## src/rtl/search_scheduler_if.sv

```systemverilog
// search_scheduler_if: front-end and worker-pool signals of the search scheduler.
// master drives control and worker status; slave (the scheduler) drives grants and results.
interface search_scheduler_if #(
  parameter int WORKERS = 4
);
  logic                   start;
  logic                   abort;
  logic [31:0]            limit;
  logic [WORKERS-1:0]     work_req;
  logic [WORKERS-1:0]     chunk_done;
  logic [WORKERS-1:0]     hit_valid;
  logic [32*WORKERS-1:0]  hit_counter;
  logic [WORKERS-1:0]     work_grant;
  logic [31:0]            work_base;
  logic [31:0]            work_len;
  logic                   worker_stop;
  logic                   busy;
  logic                   found;
  logic                   exhausted;
  logic [31:0]            result;
  logic [31:0]            chunks_issued;

  modport master (
    output start, abort, limit,
    output work_req, chunk_done,
    output hit_valid, hit_counter,
    input  work_grant, work_base, work_len,
    input  worker_stop, busy, found,
    input  exhausted, result, chunks_issued
  );

  modport slave (
    input  start, abort, limit,
    input  work_req, chunk_done,
    input  hit_valid, hit_counter,
    output work_grant, work_base, work_len,
    output worker_stop, busy, found,
    output exhausted, result, chunks_issued
  );
endinterface

```

## src/rtl/search_scheduler.sv

```systemverilog
// search_scheduler: hands fixed-size chunks of 0..limit to searcher workers round-robin.
// Ports: clk, reset (async, active low), bus (slave side of search_scheduler_if).
// Optional grant statistics counter: define SEARCH_SCHEDULER_STATS_EN.
module search_scheduler #(
  parameter int          WORKERS = 4,
  parameter logic [31:0] CHUNK   = 32'h0001_0000
) (
  input  logic              clk,
  input  logic              reset,
  search_scheduler_if.slave bus
);
  localparam int PW = (WORKERS > 1) ? $clog2(WORKERS) : 1;

  typedef enum logic [1:0] {IDLE, RUN, DONE} state_e;

  state_e             state_q;
  logic [31:0]        next_base_q;
  logic [31:0]        limit_q;
  logic               range_done_q;
  logic [WORKERS-1:0] held_q;
  logic [WORKERS-1:0] grant_q;
  logic [PW-1:0]      ptr_q;
  logic [31:0]        base_q;
  logic [31:0]        len_q;
  logic [31:0]        result_q;
  logic               found_q;
  logic               exh_q;
  logic               stop_q;
  logic               busy_q;
`ifdef SEARCH_SCHEDULER_STATS_EN
  logic [31:0]        cnt_q;
`endif

  logic [WORKERS-1:0] elig;
  logic [WORKERS-1:0] gnt_oh;
  logic [WORKERS-1:0] held_d;
  logic               gnt_v;
  logic [PW-1:0]      ptr_d;
  int                 idx;
  logic               hit_v;
  logic [31:0]        hit_cnt;
  logic [32:0]        remain;
  logic [32:0]        sum;
  logic [31:0]        len_d;
  logic               rd_d;

  // Round-robin pick starting at ptr_q.
  always_comb begin
    elig   = bus.work_req & ~held_q & {WORKERS{~range_done_q}};
    gnt_oh = '0;
    gnt_v  = 1'b0;
    ptr_d  = ptr_q;
    idx    = 0;
    for (int k = 0; k < WORKERS; k++) begin
      idx = int'(ptr_q) + k;
      if (idx >= WORKERS) idx = idx - WORKERS;
      if (!gnt_v && elig[idx]) begin
        gnt_v       = 1'b1;
        gnt_oh[idx] = 1'b1;
        ptr_d       = (idx == WORKERS - 1) ? '0 : PW'(idx + 1);
      end
    end
  end

  // Lowest-index hit wins.
  always_comb begin
    hit_v   = |bus.hit_valid;
    hit_cnt = '0;
    for (int i = WORKERS - 1; i >= 0; i--) begin
      if (bus.hit_valid[i]) hit_cnt = bus.hit_counter[32*i +: 32];
    end
  end

  // 33-bit math so limit=FFFFFFFF and carry-out behave.
  always_comb begin
    held_d = (held_q & ~bus.chunk_done) | gnt_oh;
    remain = {1'b0, limit_q} - {1'b0, next_base_q} + 33'd1;
    len_d  = (remain > {1'b0, CHUNK}) ? CHUNK : remain[31:0];
    sum    = {1'b0, next_base_q} + {1'b0, CHUNK};
    rd_d   = (sum > {1'b0, limit_q});
  end

  always_ff @(posedge clk or negedge reset) begin
    if (!reset) begin
      state_q      <= IDLE;
      next_base_q  <= '0;
      limit_q      <= '0;
      range_done_q <= 1'b0;
      held_q       <= '0;
      grant_q      <= '0;
      ptr_q        <= '0;
      base_q       <= '0;
      len_q        <= '0;
      result_q     <= '0;
      found_q      <= 1'b0;
      exh_q        <= 1'b0;
      stop_q       <= 1'b1;
      busy_q       <= 1'b0;
`ifdef SEARCH_SCHEDULER_STATS_EN
      cnt_q        <= '0;
`endif
    end else begin
      grant_q <= '0;
      unique case (state_q)
        IDLE, DONE: begin
          if (bus.start) begin
            state_q      <= RUN;
            next_base_q  <= '0;
            range_done_q <= 1'b0;
            held_q       <= '0;
            limit_q      <= bus.limit;
            found_q      <= 1'b0;
            exh_q        <= 1'b0;
            result_q     <= '0;
            stop_q       <= 1'b0;
            busy_q       <= 1'b1;
`ifdef SEARCH_SCHEDULER_STATS_EN
            cnt_q        <= '0;
`endif
          end
        end
        RUN: begin
          if (hit_v) begin
            state_q  <= DONE;
            result_q <= hit_cnt;
            found_q  <= 1'b1;
            stop_q   <= 1'b1;
            busy_q   <= 1'b0;
          end else if (bus.abort) begin
            state_q <= DONE;
            stop_q  <= 1'b1;
            busy_q  <= 1'b0;
          end else if (range_done_q && held_q == '0) begin
            state_q <= DONE;
            exh_q   <= 1'b1;
            stop_q  <= 1'b1;
            busy_q  <= 1'b0;
          end else begin
            held_q <= held_d;
            if (gnt_v) begin
              grant_q     <= gnt_oh;
              base_q      <= next_base_q;
              len_q       <= len_d;
              next_base_q <= sum[31:0];
              ptr_q       <= ptr_d;
              if (rd_d) range_done_q <= 1'b1;
`ifdef SEARCH_SCHEDULER_STATS_EN
              if (cnt_q != '1) cnt_q <= cnt_q + 32'd1;
`endif
            end
          end
        end
        default: state_q <= IDLE;
      endcase
    end
  end

  assign bus.work_grant  = grant_q;
  assign bus.work_base   = base_q;
  assign bus.work_len    = len_q;
  assign bus.worker_stop = stop_q;
  assign bus.busy        = busy_q;
  assign bus.found       = found_q;
  assign bus.exhausted   = exh_q;
  assign bus.result      = result_q;
`ifdef SEARCH_SCHEDULER_STATS_EN
  assign bus.chunks_issued = cnt_q;
`else
  assign bus.chunks_issued = 32'd0;
`endif
endmodule

```

## src/flat_wrapper.sv

```systemverilog
// flat-port wrapper written by rule: the top's interface ports become plain ports
module search_scheduler_flat 
#(
  parameter int          WORKERS = 4,
  parameter logic [31:0] CHUNK   = 32'h0001_0000
)
  (clk, reset, bus_start, bus_abort, bus_limit, bus_work_req, bus_chunk_done, bus_hit_valid, bus_hit_counter, bus_work_grant, bus_work_base, bus_work_len, bus_worker_stop, bus_busy, bus_found, bus_exhausted, bus_result, bus_chunks_issued);
  search_scheduler_if #(.WORKERS(WORKERS)) bus_i ();
  input  logic clk;
  input  logic reset;
  input wire logic [$bits(bus_i.start)-1:0] bus_start;
  input wire logic [$bits(bus_i.abort)-1:0] bus_abort;
  input wire logic [$bits(bus_i.limit)-1:0] bus_limit;
  input wire logic [$bits(bus_i.work_req)-1:0] bus_work_req;
  input wire logic [$bits(bus_i.chunk_done)-1:0] bus_chunk_done;
  input wire logic [$bits(bus_i.hit_valid)-1:0] bus_hit_valid;
  input wire logic [$bits(bus_i.hit_counter)-1:0] bus_hit_counter;
  output wire logic [$bits(bus_i.work_grant)-1:0] bus_work_grant;
  output wire logic [$bits(bus_i.work_base)-1:0] bus_work_base;
  output wire logic [$bits(bus_i.work_len)-1:0] bus_work_len;
  output wire logic [$bits(bus_i.worker_stop)-1:0] bus_worker_stop;
  output wire logic [$bits(bus_i.busy)-1:0] bus_busy;
  output wire logic [$bits(bus_i.found)-1:0] bus_found;
  output wire logic [$bits(bus_i.exhausted)-1:0] bus_exhausted;
  output wire logic [$bits(bus_i.result)-1:0] bus_result;
  output wire logic [$bits(bus_i.chunks_issued)-1:0] bus_chunks_issued;
  assign bus_i.start = bus_start;
  assign bus_i.abort = bus_abort;
  assign bus_i.limit = bus_limit;
  assign bus_i.work_req = bus_work_req;
  assign bus_i.chunk_done = bus_chunk_done;
  assign bus_i.hit_valid = bus_hit_valid;
  assign bus_i.hit_counter = bus_hit_counter;
  assign bus_work_grant = bus_i.work_grant;
  assign bus_work_base = bus_i.work_base;
  assign bus_work_len = bus_i.work_len;
  assign bus_worker_stop = bus_i.worker_stop;
  assign bus_busy = bus_i.busy;
  assign bus_found = bus_i.found;
  assign bus_exhausted = bus_i.exhausted;
  assign bus_result = bus_i.result;
  assign bus_chunks_issued = bus_i.chunks_issued;
  search_scheduler #(.WORKERS(WORKERS), .CHUNK(CHUNK)) u_core (.clk(clk), .reset(reset), .bus(bus_i));
endmodule
```

## config.mk

```make
export PLATFORM = sky130hd
export DESIGN_NAME = search_scheduler_flat
export DESIGN_NICKNAME = d
export VERILOG_FILES = /design/src/rtl/search_scheduler_if.sv /design/src/rtl/search_scheduler.sv /design/src/flat_wrapper.sv
export SDC_FILE = /design/constraint.sdc
export NUM_CORES = 1
export LEC_CHECK = 0
export ABC_AREA = 1
export CORE_UTILIZATION = 49
export DETAILED_ROUTE_END_ITERATION = 10
export GPL_TIMING_DRIVEN = 0
export HOLD_SLACK_MARGIN = 0.08
export PLACE_DENSITY = 0.82
export SYNTH_ARGS = -nofsm -noshare
export SYNTH_HDL_FRONTEND = slang
export SYNTH_SLANG_ARGS = --single-unit
export TNS_END_PERCENT = 20
```

## constraint.sdc

```tcl
create_clock -name clk -period 3.27 [get_ports clk]
set_input_delay 0.327 -clock clk [delete_from_list [all_inputs] [get_ports clk]]
set_output_delay 0.327 -clock clk [all_outputs]
set_load 0.02 [all_outputs]
```

Word level (Yosys, flattened, before mapping). Index checks and enable logic that the tools add are counted. Widths: inputs -> output; s select.

Add/sub/neg operators: 14. Multipliers: 0. Div/mod/pow operators: 0. Magnitude comparators: 14. Equality and inequality tests: 15. Shift operators: 0. Mux-type cells: 89. Bitwise logic cells: 13. Reductions and logical operators: 27.

Operator list (number): $mux 32 (15); $eq 32x3->1 const B (4); $ge 32x1->1 const B (4); $lt 32x4->1 const B (4); $pmux 32 s2 (2); $ge 32x4->1 const B (3); $sub 32x4->32 const B (3); $mux 4 (13); $add 32x17->33 const B (1); $add 33x1->33 const B (1); $gt 33x17->1 const B (1); $gt 33x32->1 (1); $sub 32x32->33 (1); $mux 1 (32); $mux 2 (12); $or 4x4->4 (4); $reduce_and 5->1 (3); $and 4x4->4 (3); $reduce_and 6->1 (2); $pmux 1 s2 (5); $add 2x2->2 const B (4); $bmux 1 s2 (4); $demux 1 s2 (4); $logic_and 1x1->1 (8); other kinds (23) (38).

Register bits: 177. Latch bits: 0. Memory bits (writable): 0. Bits in read-only memories: 0. Bits of input ports: 176. Output and inout port bits: 136. Word-level logic and storage cells: 186. Memories: 0.

Depth between registers and ports, before layout.
Depth in word-level cells: 21. Gate-level depth with buffers: 21. Mapped depth without buffers: 21.

Worst setup path before layout. No wires, ideal clock.

Kind: register -> register. Start: reg u_core.next_base_q[18]. End: reg u_core.range_done_q. Library setup time: 0.078 ns. Data arrival time: 2.476 ns. Required time: 3.192 ns. Slack: 0.717 ns. Stages on the path, launching flop included: 18. Buffers on the path: 0. Period minus slack after synthesis: 2.553 ns. Path through: dfrtp_1 nand3_1 nor3_1 nand3_1 nor3_1 nand4_1 nor2_1 xor2_1 inv_1 ha_1 nand2_1 inv_1 nand4_1 nor2_1 o21ai_0 nand3_1 nand3_1 a21oi_1.

Word-level cells in the longest chain between the ends: 4.

Ends and longest elaborated chain: start: declaration (line search_scheduler.sv:17) `logic [31:0] next_base_q;`; start signal: assignment (line search_scheduler.sv:144) `next_base_q <= sum[31:0];`; $add 32x17->33 (line search_scheduler.sv:79) `sum = {1'b0, next_base_q} + {1'b0, CHUNK};`; $gt 33x32->1 (line search_scheduler.sv:80) `rd_d = (sum > {1'b0, limit_q});`; $ne 2x1->1 (no line); $reduce_and 7->1 (no line); end signal: assignment (line search_scheduler.sv:88) `range_done_q <= 1'b0;`; end signal: assignment (line search_scheduler.sv:109) `range_done_q <= 1'b0;`; end signal: assignment (line search_scheduler.sv:146) `if (rd_d) range_done_q <= 1'b1;`; end: declaration (line search_scheduler.sv:19) `logic range_done_q;`.

Every way passes these cells. A chain may end at the register's enable or synchronous reset.

Worst setup path in the final report.
Start: reg u_core.next_base_q[16]. End: reg u_core.range_done_q.

The elaborated chain is that of the path after synthesis.

==> results.md <==
- Post-synth ARST share: 100%
- Type of the worst setup path: register to register
- Share of the synthesized area in the top cell type: 33.0%
- Critical-path maximum fanout: 4
- Synthesized area per cell: 6.99 sq um
- Pleak: 7.44 nW
- Gpl congestion: 0.941
- Die H: 151 um
- Share of layout cells above drive strength 1: 7.84%
- Pwr dens: 500 mW/mm^2
- Via count: 11,600
- First-pass GRT wire length: 55.4 mm
- Vias in the first global route: 10,500
- Peak VDD IR: 359 uV
- R2r worst-path depth: 16
- Commonest cells after routing, fill and taps aside: 378 x nand2_1, 260 x clkdlybuf4s50_1, 213 x inv_1, 168 x o21ai_0, 144 x dfrtp_1
- Setup violators final: 0
- Seq/Total Area, Yosys: 33.2%
- Status: finished clean
- Clock skew: 0.0186 ns
- EDFF count, synth: 0
- Mapped Area: 0.0109 sq mm
- CP Launch Type: register
- Fmax: 0.318 GHz
- Max-cap violations: 0
- Detailed Route WL: 36.2 mm
- Antenna Cells: 0
- Global-route met2 utilization: 48.6%
- Slowest cell on the critical path: dfrtp_1
- CTS H-tree depth: 4
- Clock Path Buffers: 2
- Clock sink total: 145
- Worst R2R Setup Slack: 0.12 ns
- Synthesis Warnings: 0
- Via density per instance: 5.29
- Hpwl dp: 29.2 mm
- Top post-synthesis cells by area: dfrtp_1 33%, nand2_1 13%, ha_1 10%
- FF-to-FF Start: u_core.next_base_q[16]
- Reg clk slew, reported paths: 0.08 ns
- Most Crowded Layer GR: met2
- Final TNS setup: 0 ns
- Final hold violation count: 0
- Data required time of the critical path: 3.63 ns
- Die Footprint: 0.0229 sq mm
- Synth area leader: dfrtp_1
- Drt pass-1 iters: 5
- Actual slew at the worst max-slew pin: 0.799 ns
- WL per Instance: 16.5 um
- Fin nets: 2,165
- CTS tree: yes
- Grt total ovfl: 0
- Num rows: 54
- Synth Register Bits: 145
- Later-pin clock latency in the skew report: 0.45 ns
- Max_slew headroom: 46.8%
- HP Class: input pin to asynchronous set/reset pin
- Synth unique cells: 44
- Die width: 151 um
- Most frequent CP cell: nand3_1
- Crit path largest cell delay: 0.43 ns
- Top_reg_cell synth: dfrtp_1
- Largest net degree at the start of global routing: 90
- Gr usage total: 31.7%
- # DRC: 0
- Part of the cycle the worst path needs: 96.2%
- Root Buffer Master: clkbuf_16
- Initial antenna violation count: 0
- Most common cell after layout, fill and taps aside: nand2_1
- Fin crit period: 3.15 ns
- Worst setup endpoint: u_core.range_done_q
- Post-route ant nets: 0
- PortBufs: 261
- Tot Pwr: 0.00740 W
- GRT met1 Usage: 45.4%
- Syn Inst Count: 1,564
- CP cell instances: ha_1, nand3_1, nor2_1, nand2_1, nor3_2, xor2_1, inv_1, ha_1, inv_1, nor3_1, nand4_1, nor2_1, o21ai_0, nand3_1, nand3_1, a21oi_1
- DR iter-0 viols: 929
- P&R area growth vs syn: 35.4%
- Crit. End Element: register
- Fin. max-slew vios: 0
- I/O pin count: 312
- Cts bufs inserted: 17
- Initial Utilization: 50.1%
- Met3 usage: 6.90%
- CP startpoint: u_core.next_base_q[16]
- Core Region: 0.0218 sq mm
- Worst EP arrival: 3.51 ns
- R2r endpoint: u_core.range_done_q
==> state kept, by name (all words and copies together) (netlist names) <==
| name | flops |
|---|---|
| u_core.bus.busy | 1 |
| u_core.bus.exhausted | 1 |
| u_core.bus.found | 1 |
| u_core.bus.result | 32 |
| u_core.bus.work_base | 16 |
| u_core.bus.work_grant | 4 |
| u_core.bus.work_len | 32 |
| u_core.bus.worker_stop | 1 |
| u_core.held_q | 4 |
| u_core.limit_q | 32 |
| u_core.next_base_q | 16 |
| u_core.ptr_q | 2 |
| u_core.range_done_q | 1 |
| u_core.state_q | 2 |
==> worst max-delay path, delay by kind of cell, from the launching register on <==
kind | cells | cell delay (ns)
XOR/XNOR | 1 | 0.25
adder cells (fa/ha/maj) | 2 | 0.53
AND/OR/NAND/NOR | 9 | 1.48
flip-flops | 1 | 0.43
buffers and inverters | 2 | 0.14
AO/OA/AOI/OAI | 2 | 0.25
==> where the power goes <==
| group | switching [W] | internal [W] | total, W |
|---|---|---|---|
| clock network | 0.000928 | 0.00108 | 0.00201 |
| logic | 0.00204 | 0.00124 | 0.00328 |
| registers | 0.000119 | 0.00199 | 0.00211 |
| total | 0.00309 | 0.00431 | 0.00740 |
==> cell type report <==
type	count	area [sq um]
buffer	100	598
clock buffer	17	425
clock inverter	15	164
fill	1923	7010
inverter	226	848
multi-input combinational	1142	6100
sequential	145	3630
tap	280	350
timing repair buffer	269	2700
==> Yosys cell counts, types with 4 or more instances <==
cell	n
nand2_1	378
inv_1	214
o21ai_0	168
dfrtp_1	144
nand3_1	114
nor2_1	107
ha_1	87
a21oi_1	80
buf_4	53
clkbuf_1	37
a22oi_1	32
nand4_1	28
xor2_1	16
nor3_1	14
inv_2	9
o21ai_1	8
o21bai_1	8
buf_2	7
nor2_2	6
o22ai_1	6
nand2_2	5
and2_1	4
nand3b_1	4
==> repair_timing <==
item | in CTS | in global routing
hold endpoints to repair | 56 | 0
gates resized for setup | 1 | 13
endpoints found under the setup margin | 1 | 11
hold buffers | 1 | 0
gates cloned | 0 | 0
pin swaps | 0 | 2
setup buffers | 0 | 6
==> through the flow <==
stage          instances  hold slack [ns]  instance area [sq um]  setup slack [ns]  utilization, %
3_3_place_gp        2154            0.456                  14100             -4.05            64.5
4_1_cts             2188            0.426                  14700             0.126            67.4
3_5_place_dp        2155            0.329                  14100            0.0793            64.7
5_1_grt             2194            0.460                  14800          -0.00673            67.9
6_report            2194            0.385                  14800             0.125            67.9
2_1_floorplan       1613           0.0314                  11100             0.717               -
==> cell families (layout without fill, tap and decap cells) <==
group | count (synthesis) | count (layout) | share of synthesized area (%)
other | 2 | 51 | 0.0687
flip-flops | 145 | 145 | 33.2
buffers and inverters | 326 | 627 | 13.2
adder cells (fa/ha/maj) | 88 | 88 | 10.1
AND/OR/NAND/NOR | 675 | 675 | 26.5
XOR/XNOR | 17 | 17 | 1.36
AO/OA/AOI/OAI | 311 | 311 | 15.5
==> routing by layer <==
layer | vias to the layer above | routed length (um)
li1 | 5669 | -
met1 | 5467 | 16400
met2 | 431 | 16300
met3 | 48 | 2900
met4 | 0 | 552
met5 | - | 0
==> worst min-delay path by stage <==
| stage | startpoint | cells after the start | to | slack, ns |
|---|---|---|---|---|
| after floorplan | reset | 0 | u_core.bus.busy | 0.03 |
| after global placement | u_core.bus.worker_stop | 2 | u_core.bus.worker_stop | 0.46 |
| after detailed placement | reset | 1 | u_core.limit_q[10] | 0.33 |
| after CTS | reset | 2 | u_core.limit_q[9] | 0.43 |
| after global routing | reset | 2 | u_core.limit_q[9] | 0.46 |
| final | reset | 2 | u_core.limit_q[9] | 0.38 |
(Power assumes the default switching activity.)
